**src/rtl/window_write_sequencer.sv**
```systemverilog
// Window-fill write sequencer: stamps accepted beats with (row, block) indices and
// drives the alignment stage, then waits out the alignment pipeline before pulsing done.
module window_write_sequencer #(
  parameter int unsigned WORDS       = 16,
  parameter int unsigned WORD_SIZE   = 8,
  parameter int unsigned INDEX_WIDTH = 8,
  parameter int unsigned PIPE_LAT    = 2
) (
  input  logic                         clk,
  input  logic                         rst_n,
  input  logic                         start,
  input  logic                         abort,
  input  logic [INDEX_WIDTH-1:0]       cfg_rows,
  input  logic [INDEX_WIDTH-1:0]       cfg_blocks,
  input  logic                         in_valid,
  output logic                         in_ready,
  input  logic [WORDS*WORD_SIZE-1:0]   in_data,
  output logic                         out_we,
  output logic [INDEX_WIDTH-1:0]       out_waddrY,
  output logic [INDEX_WIDTH-1:0]       out_waddrBlock,
  output logic [WORDS*WORD_SIZE-1:0]   out_wdata,
  output logic                         busy,
  output logic                         done,
  output logic                         err_cfg
);

  localparam int unsigned DrainW = (PIPE_LAT < 2) ? 1 : $clog2(PIPE_LAT + 1);
  localparam logic [INDEX_WIDTH-1:0] IdxOne = INDEX_WIDTH'(1);
  localparam logic [DrainW-1:0] DrainOne = DrainW'(1);
  localparam logic [DrainW-1:0] DrainInit = DrainW'(PIPE_LAT);

  typedef enum logic [1:0] {StIdle, StRun, StDrain, StDone} state_e;

  state_e                 state_q;
  logic [INDEX_WIDTH-1:0] rows_q;
  logic [INDEX_WIDTH-1:0] blocks_q;
  logic [INDEX_WIDTH-1:0] row_q;
  logic [INDEX_WIDTH-1:0] blk_q;
  logic [DrainW-1:0]      drain_q;

  logic last_blk;
  logic last_row;
  logic accept;

  assign last_blk = (blk_q == blocks_q - IdxOne);
  assign last_row = (row_q == rows_q - IdxOne);
  assign accept   = in_valid && in_ready;

  always_ff @(posedge clk or negedge rst_n) begin
    if (!rst_n) begin
      state_q        <= StIdle;
      rows_q         <= '0;
      blocks_q       <= '0;
      row_q          <= '0;
      blk_q          <= '0;
      drain_q        <= '0;
      in_ready       <= 1'b0;
      out_we         <= 1'b0;
      out_waddrY     <= '0;
      out_waddrBlock <= '0;
      out_wdata      <= '0;
      busy           <= 1'b0;
      done           <= 1'b0;
      err_cfg        <= 1'b0;
    end else begin
      out_we  <= 1'b0;
      done    <= 1'b0;
      err_cfg <= 1'b0;
      if (abort) begin
        // Abort wins over start, beats and completion; addresses/data simply hold.
        state_q  <= StIdle;
        row_q    <= '0;
        blk_q    <= '0;
        drain_q  <= '0;
        in_ready <= 1'b0;
        busy     <= 1'b0;
      end else begin
        unique case (state_q)
          StIdle: begin
            if (start) begin
              if (cfg_rows == '0 || cfg_blocks == '0) begin
                err_cfg <= 1'b1;
              end else begin
                rows_q   <= cfg_rows;
                blocks_q <= cfg_blocks;
                row_q    <= '0;
                blk_q    <= '0;
                in_ready <= 1'b1;
                busy     <= 1'b1;
                state_q  <= StRun;
              end
            end
          end
          StRun: begin
            if (accept) begin
              out_we         <= 1'b1;
              out_wdata      <= in_data;
              out_waddrY     <= row_q;
              out_waddrBlock <= blk_q;
              if (last_blk) begin
                blk_q <= '0;
                if (last_row) begin
                  in_ready <= 1'b0;
                  drain_q  <= DrainInit;
                  state_q  <= StDrain;
                end else begin
                  row_q <= row_q + IdxOne;
                end
              end else begin
                blk_q <= blk_q + IdxOne;
              end
            end
          end
          StDrain: begin
            if (drain_q <= DrainOne) begin
              busy    <= 1'b0;
              state_q <= StDone;
            end else begin
              drain_q <= drain_q - DrainOne;
            end
          end
          StDone: begin
            done    <= 1'b1;
            row_q   <= '0;
            blk_q   <= '0;
            state_q <= StIdle;
          end
          default: state_q <= StIdle;
        endcase
      end
    end
  end

endmodule

```
**config.mk**
```make
export PLATFORM = sky130hd
export DESIGN_NAME = window_write_sequencer
export DESIGN_NICKNAME = d
export VERILOG_FILES = /design/src/rtl/window_write_sequencer.sv
export SDC_FILE = /design/constraint.sdc
export NUM_CORES = 1
export LEC_CHECK = 0
export BUFFER_PORTS_ARGS = -buffer_cell sky130_fd_sc_hd__buf_4
export CAP_MARGIN = 5
export CORE_ASPECT_RATIO = 0.7
export CORE_UTILIZATION = 49
export CTS_CLUSTER_SIZE = 28
export DETAILED_ROUTE_END_ITERATION = 8
export PLACE_DENSITY = 0.79
export SLEW_MARGIN = 20
export SYNTH_ARGS = -nofsm -noshare
export SYNTH_HDL_FRONTEND = slang
export SYNTH_SLANG_ARGS = --single-unit
```
**constraint.sdc**
```tcl
create_clock -name clk -period 3.43 [get_ports clk]
set_input_delay 0.343 -clock clk [delete_from_list [all_inputs] [get_ports clk]]
set_output_delay 0.343 -clock clk [all_outputs]
set_load 0.02 [all_outputs]
```
==> summary.md, run 1 <==
| Metric | Value |
|---|---|
| Pwr/cell area | `roughly 820 nW/µm²` |
| Routed wire length | `21080 µm` |
| Largest family of logic cells by synthesized area | `simple AND/OR/NAND/NOR gates` |
| Initial standard-cell utilization of the core | `50.45%` |
| Area of the core region | `15600 µm²` |
| Cell area after synthesis | `7868 µm²` |
| # port buffers | `297` |
| Number of setup violations in the final report | `0` |
| Clock period minus final worst setup slack | `2.838 ns` |
| Data arrival time of the critical path | `3.14 ns` |
| Count of unique library cells instantiated by Yosys | `49` |
| Internal power component | `5.474 mW` |
| Portion of the post-synthesis area used by sequential elements | `58.84%` |
| Required time worst endpoint | `3.74 ns` |
| Net count of the mapped netlist | `1034` |
| Reg clk slew, reported paths | `0.08 ns` |
| Endpoint of the worst-slack reg-to-reg timing path | `state_q[1]$_DFFE_PN0P_` |
| Total clock sinks | `between 150 and 200` |
| Setup repair after global routing missed its margin | `no` |
| Share of the synthesized area in compound gates (AO/OA/AOI/OAI) | `5.169%` |
| Library cell with the highest instance count after synthesis | `sky130_fd_sc_hd__nand2_1` |
| All-layer global routing usage | `25.84%` |
| H-Tree Depth | `4` |
| Async S/R FF share, synth | `100.0%` |
| Post-layout nets | `1324` |
| TritonCTS clock tree | `built` |
| Routability congestion estimate | `0.8642` |
| Peak VDD IR | `roughly 0.0005 V` |
| Number of global-route vias before repair | `~6.6k` |
| Post-route antenna net violation count | `0` |
| Die height | `around 110 µm` |
| Critical Path Fanout Max | `4` |
| Largest buffer count on any clock path | `2` |
| Share of the clock period used by the worst path after layout | `82.74%` |
| DR iter-0 viols | `542` |
| Part of the total power dissipated in sequential elements | `between 30% and 40%` |
| Number of enable flip-flop cells after synthesis | `0` |
| Post-CTS setup buffers | `0` |
| Most frequent cells after synthesis | `sky130_fd_sc_hd__nand2_1 (455), sky130_fd_sc_hd__dfrtp_1 (185), sky130_fd_sc_hd__clkbuf_1 (35)` |
| Slew at the pin with the worst max-slew slack | `a little over 0.9 ns` |
| Average routed wire per standard cell | `15.28 µm` |
| Share of the synthesized netlist area taken by xor and xnor gates | `about 2.1%` |
| Achievable Freq | `roughly 350 MHz` |
| Seq cells post-synth | `185` |
| Share of layout cells above drive strength 1 | `around 30%` |
| Critical setup path kind | `reg -> reg` |
| Sw Share | `38.85%` |
| Crit end category | `flip-flop` |
| Register-to-register path setup slack | `0.59 ns` |
| DR DRC count | `0` |
| Hold-fix buffer count after cts | `0` |
| Resized cells post-CTS | `0` |
| Clock skew | `0.01109 ns` |
| Cell count of the worst reg-to-reg path | `10` |
| Placed inst area | `about 10000 µm²` |
| Top-level port count | `298` |
| Clk Latency, worst-skew pair | `0.42 ns` |
| Antenna diode instance count | `0` |
| Layout overhead on the synthesized area | `38.74%` |
| Most frequently used flop master after synthesis | `sky130_fd_sc_hd__dfrtp_1` |
| Relative slew slack | `37.68%` |
| FP Rows | `38` |
| Total die area | `16570 µm²` |
| Top post-synthesis cells by area | `sky130_fd_sc_hd__dfrtp_1 (59%), sky130_fd_sc_hd__nand2_1 (22%), sky130_fd_sc_hd__mux2_2 (2.3%)` |
| Gate count after technology mapping | `approximately 880` |
| Yosys warnings | `0` |
| Via count of the routed design | `6938` |
| Synth Area in Adders | `1.559%` |
| Number of vias per cell after detailed routing | `5.031` |
| Number of antenna violations at the first check in global routing | `0` |
| CTS Buf Count | `17` |
| P_leak | `5.952 nW` |
| Area share of the largest cell type after synthesis | `between 50% and 60%` |
| Worst setup SP type | `flip-flop` |
| Post-DP HPWL | `around 15000 µm` |
| Net switching power figure | `3.477 mW` |
| Reg-to-reg startpoint | `blocks_q[0]$_DFFE_PN0P_` |
| Yosys top cell by area | `sky130_fd_sc_hd__dfrtp_1` |
| Number of optimization iterations in the first detailed-route pass | `5` |
| Cell area after layout | `10920 µm²` |
| Setup TNS Final | `0 ns` |
| Maximum capacitance violations | `0` |
| Clock share of power | `21.2%` |
| Number of pins exceeding their max-slew limit in the final report | `0` |
| Mux cell area share after synthesis | `approximately 2.5%` |
| Mean post-synth cell area | `8.981 µm²` |
| Hold violation count in the final report | `0` |
| Largest net degree at the start of global routing | `112` |
| Worst min-delay path category | `in -> async` |
| Run status | `completed` |
| CTS Root Buffer Type | `sky130_fd_sc_hd__clkbuf_16` |
| Simple logic cell fraction of the synthesized area | `roughly 27%` |
| Horizontal die dimension | `153.5 µm` |
| Global-route wire length before repair | `33580 µm` |
| Total gr overflow | `0` |
| Portion of total power attributed to combinational logic | `40.0%` |
how the worst max path moves through the flow:
| stage | from | slack, ns | to |
|---|---|---|---|
| 3_3_place_gp | blocks_q[0]$_DFFE_PN0P_ | 0.66 | state_q[1]$_DFFE_PN0P_ |
| 4_1_cts | blocks_q[0]$_DFFE_PN0P_ | 0.59 | state_q[1]$_DFFE_PN0P_ |
| 5_1_grt | blocks_q[0]$_DFFE_PN0P_ | 0.35 | state_q[1]$_DFFE_PN0P_ |
| 2_1_floorplan | rows_q[0]$_DFFE_PN0P_ | 0.93 | state_q[0]$_DFFE_PN0P_ |
| 3_5_place_dp | blocks_q[0]$_DFFE_PN0P_ | 0.61 | state_q[1]$_DFFE_PN0P_ |
| 6_report | blocks_q[0]$_DFFE_PN0P_ | 0.59 | state_q[1]$_DFFE_PN0P_ |
worst max-delay path: stages, from the launching register on:
cell	delay, ns
sky130_fd_sc_hd__dfrtp_1	0.41
sky130_fd_sc_hd__inv_1	0.07
sky130_fd_sc_hd__ha_1	0.30
sky130_fd_sc_hd__xor2_1	0.15
sky130_fd_sc_hd__o211ai_1	0.10
sky130_fd_sc_hd__a211oi_1	0.24
sky130_fd_sc_hd__nand3_1	0.19
sky130_fd_sc_hd__nor2_1	0.24
sky130_fd_sc_hd__or4b_1	0.53
sky130_fd_sc_hd__a32o_1	0.25
sky130_fd_sc_hd__a22o_1	0.24
power by group through the flow:
stage / Sequential, mW / Combinational (mW) / Clock, mW
after floorplan: 4.25 / 1.21 / 0
after global placement: 3.49 / 3.51 / 0
after detailed placement: 3.50 / 3.61 / 0
after CTS: 3.47 / 3.61 / 1.94
after global routing: 3.58 / 3.90 / 2.04
final: 3.47 / 3.58 / 1.90
cells in the final DEF, fill, tap and decap left out, drive strengths merged, types with 7 or more instances in the layout:
cell    netlist  routed
ha            9       9
xnor2        12      12
mux2         16      16
nor4          7       7
nand3        12      12
nor2         15      15
clkbuf       35      19
o21ai        29      29
dfrtp       185     185
nand2b        7       7
inv          16      22
nand2       455     455
buf           2     307
xor2          7       7
nor2b         7       7
clkinv        0       8
metrics by stage:
| step | setup WS (ns) | power, mW | hold slack (ns) | instances | utilization, % |
|---|---|---|---|---|---|
| 2_1_floorplan | 0.9304 | 5.458 | 0.04741 | 876 | - |
| 3_3_place_gp | 0.6590 | 7.001 | 0.4590 | 1347 | 66.29 |
| 3_5_place_dp | 0.6103 | 7.106 | 0.4632 | 1347 | 66.29 |
| 4_1_cts | 0.5932 | 9.023 | 0.08706 | 1379 | 69.98 |
| 5_1_grt | 0.3517 | 9.520 | 0.06323 | 1379 | 69.99 |
| 6_report | 0.5920 | 8.951 | 0.01463 | 1379 | 69.99 |
per-layer routing:
metal	up-vias	share of wire, %	GRT usage (%)
li1	3372	-	-
met1	3290	43	34.65
met2	257	48	42.14
met3	19	7.5	7.014
met4	0	1.2	6.357
met5	-	0	0
registers in the layout, summed over array words and instances, names as in the netlist, 8 cells and up:
| signal | cells |
|---|---|
| out_waddrBlock | 8 |
| row_q | 8 |
| blocks_q | 8 |
| out_waddrY | 8 |
| rows_q | 8 |
| blk_q | 8 |
| out_wdata | 128 |
final cells by class:
| cell class | instances | area [µm²] |
|---|---|---|
| Fill cell | 1254 | 4679 |
| Clock inverter | 14 | 135.1 |
| Clock buffer | 18 | 439.2 |
| Tap cell | 200 | 250.2 |
| Sequential cell | 185 | 4629 |
| Inverter | 16 | 62.56 |
| Multi-Input combinational cell | 638 | 3043 |
| Timing Repair Buffer | 308 | 2356 |
logic make-up after synthesis:
family / after synthesis
xor gates and xnor gates: 19
muxes: 18
buffers and inverters: 53
AOI/OAI and AO/OA: 64
and+or+nand+nor: 527
DFF: 185
adders and majority gates: 10
Note: power is estimated with default switching activity, not from simulation.
==> inputs of run 2 (changes only) <==
--- a/config.mk
+++ b/config.mk
@@ -8,10 +8,10 @@
 export BUFFER_PORTS_ARGS = -buffer_cell sky130_fd_sc_hd__buf_4
 export CAP_MARGIN = 5
 export CORE_ASPECT_RATIO = 0.7
-export CORE_UTILIZATION = 49
+export CORE_UTILIZATION = 44
 export CTS_CLUSTER_SIZE = 28
 export DETAILED_ROUTE_END_ITERATION = 8
-export PLACE_DENSITY = 0.79
+export PLACE_DENSITY = 0.75
 export SLEW_MARGIN = 20
 export SYNTH_ARGS = -nofsm -noshare
 export SYNTH_HDL_FRONTEND = slang
==> constraint.sdc (replaced) <==
create_clock -name clk -period 2.6 [get_ports clk]
set_input_delay 0.26 -clock clk [delete_from_list [all_inputs] [get_ports clk]]
set_output_delay 0.26 -clock clk [all_outputs]
set_load 0.02 [all_outputs]
==> run 2 against run 1 <==
Largest cell class unchanged. Largest power group unchanged. Clock skew is 0.00058 ns lower. Routed wire length is 1.2% higher. Critical path type unchanged. Count of clock-buffer cells in the layout did not move. Critical endpoint is now state_q[0]$_DFFE_PN0P_.
==> summary.md, run 2 (synthesis results as in run 1) <==
| Metric | Value |
|---|---|
| CTS Buf Count | `17` |
| Share of the clock period used by the worst path after layout | `between 90% and 100%` |
| Critical Path Fanout Max | `6` |
| Slowest stage delay, CP | `0.52 ns` |
| # port buffers | `297` |
| DR DRC count | `0` |
| Post-layout instance count excluding filler cells | `1428` |
| Peak VDD IR | `0.0005566 V` |
| Most common cell after layout, fill and taps aside | `sky130_fd_sc_hd__nand2_1` |
| Pwr/cell area | `around 1100 nW/µm²` |
| Worst min-delay path category | `in -> reg` |
| Routed wire length | `21340 µm` |
| Largest net degree at the start of global routing | `147` |
| Clock skew | `0.01051 ns` |
| Maximum capacitance violations | `0` |
| Clk Latency, worst-skew pair | `0.43 ns` |
| Share of layout cells above drive strength 1 | `32.58%` |
| Worst setup SP type | `flip-flop` |
| Number of antenna violations at the first check in global routing | `0` |
| Total power | `12.12 mW` |
| Register with the most flip-flops | `out_wdata` |
| HP Start | `in_data[51]` |
| Run status | `completed` |
| Number of optimization iterations in the first detailed-route pass | `4` |
| Top library cells by usage in the layout, fill and taps aside | `sky130_fd_sc_hd__nand2_1 (455), sky130_fd_sc_hd__buf_4 (316), sky130_fd_sc_hd__dfrtp_1 (184)` |
| TritonCTS clock tree | `built` |
| Layout overhead on the synthesized area | `42.51%` |
| Cell Count Post-Placement | `1389` |
| Final setup slack of the worst path | `0.09795 ns` |
| Clock period minus final worst setup slack | `2.502 ns` |
| Slowest library cell on the worst path | `sky130_fd_sc_hd__or4b_4` |
| Cell area after layout | `11210 µm²` |
| WHS | `approximately 0.021 ns` |
| P_leak | `6.068 nW` |
| Via count of the routed design | `6883` |
| Relative slew slack | `51.48%` |
| Setup TNS Final | `0 ns` |
| Number of global-route vias before repair | `~6.5k` |
| Average routed wire per standard cell | `roughly 15 µm` |
| Hold violation count in the final report | `0` |
| Reg clk slew, reported paths | `roughly 0.08 ns` |
| Cell Chain, Critical Path | `nor4_1 -> and4b_1 -> a41oi_1 -> nand2_1 -> nand4_1 -> or4b_4 -> a32o_1 -> a22o_1` |
| Placed inst area | `10500 µm²` |
| Critical setup path kind | `reg -> reg` |
| Worst setup slack before clock tree synthesis | `0.03149 ns` |
| Global-route wire length before repair | `33600 µm` |
| Reg-to-reg startpoint | `rows_q[2]$_DFFE_PN0P_` |
| Number of setup violations in the final report | `0` |
| Routability congestion estimate | `just over 0.8` |
| Largest buffer count on any clock path | `2` |
| DR iter-0 viols | `450` |
| Number of vias per cell after detailed routing | `4.820` |
| Fill cells | `1413` |
| Post-route antenna net violation count | `0` |
| Initial standard-cell utilization of the core | `between 40% and 50%` |
| Data arrival time of the critical path | `2.82 ns` |
| Horizontal die dimension | `161.8 µm` |
| Post-DP HPWL | `15230 µm` |
| Slew at the pin with the worst max-slew slack | `0.7202 ns` |
| Antenna diode instance count | `0` |
| CTS Root Buffer Type | `sky130_fd_sc_hd__clkbuf_16` |
| Post-layout nets | `1342` |
| Area of the core region | `17320 µm²` |
| FP Rows | `40` |
| Total clock sinks | `185` |
| H-Tree Depth | `4` |
| Largest register FFs | `128` |
| Total gr overflow | `0` |
| Final cell utilization of the core | `between 60% and 70%` |
| Top-level port count | `298` |
| Achievable Freq | `roughly 400 MHz` |
| Crit end category | `flip-flop` |
| Total die area | `roughly 18000 µm²` |
| Required time worst endpoint | `2.92 ns` |
| Crit. Startpoint | `rows_q[2]$_DFFE_PN0P_` |
| Die height | `113.9 µm` |
| Number of pins exceeding their max-slew limit in the final report | `0` |
| All-layer global routing usage | `between 20 and 25%` |
==> run 2: worst max-delay path: cells and delay by family (launching register included) <==
family	cells	cell delay [ns]
compound gates	3	0.49
flops	1	0.46
simple gates	5	1.44
==> run 2: cell type report <==
| class | count | area (µm²) | share of cell area, % |
|---|---|---|---|
| sequential | 185 | 4631 | 41.30 |
| multi-input combinational | 638 | 3098 | 27.63 |
| clock inverter | 14 | 156.4 | 1.395 |
| clock buffer | 18 | 439.2 | 3.917 |
| timing repair buffer | 326 | 2536 | 22.62 |
| inverter | 16 | 62.56 | 0.5580 |
| tap | 231 | 289.0 | 2.578 |
==> run 2: timing repair <==
item                                   in CTS  in global routing
buffers inserted                            0                  4
hold buffers                                1                  2
endpoints found under the hold margin      55                  2
gates resized for setup                     0                 14
setup endpoints to repair                   0                 16
==> run 2: metal layers <==
| layer | vias up | wire (µm) | global-route usage (%) |
|---|---|---|---|
| met5 | - | 0 | 0 |
| met2 | 205 | 10140 | 37.91 |
| li1 | 3417 | - | - |
| met1 | 3235 | 9440 | 30.21 |
| met4 | 0 | 368 | 7.107 |
| met3 | 26 | 1387 | 6.145 |
==> run 2: final timing paths <==
path	to	slack, ns	depth (start not counted)
min in group asynchronous	out_wdata[115]$_DFFE_PN0P_	0.35	2
worst max-delay path	state_q[0]$_DFFE_PN0P_	0.1	8
worst max register to register	state_q[0]$_DFFE_PN0P_	0.1	8
worst min register to register	out_wdata[60]$_DFFE_PN0P_	0.48	2
max in group asynchronous	out_wdata[60]$_DFFE_PN0P_	1.44	3
worst min-delay path	out_wdata[51]$_DFFE_PN0P_	0.02	3
==> run 2: power by group <==
part / internal [mW] / leakage (nW) / switching, mW
Sequential: 3.89 / 2.40 / 0.656
Combinational: 2.16 / 3.38 / 2.80
Clock: 1.39 / 0.285 / 1.21
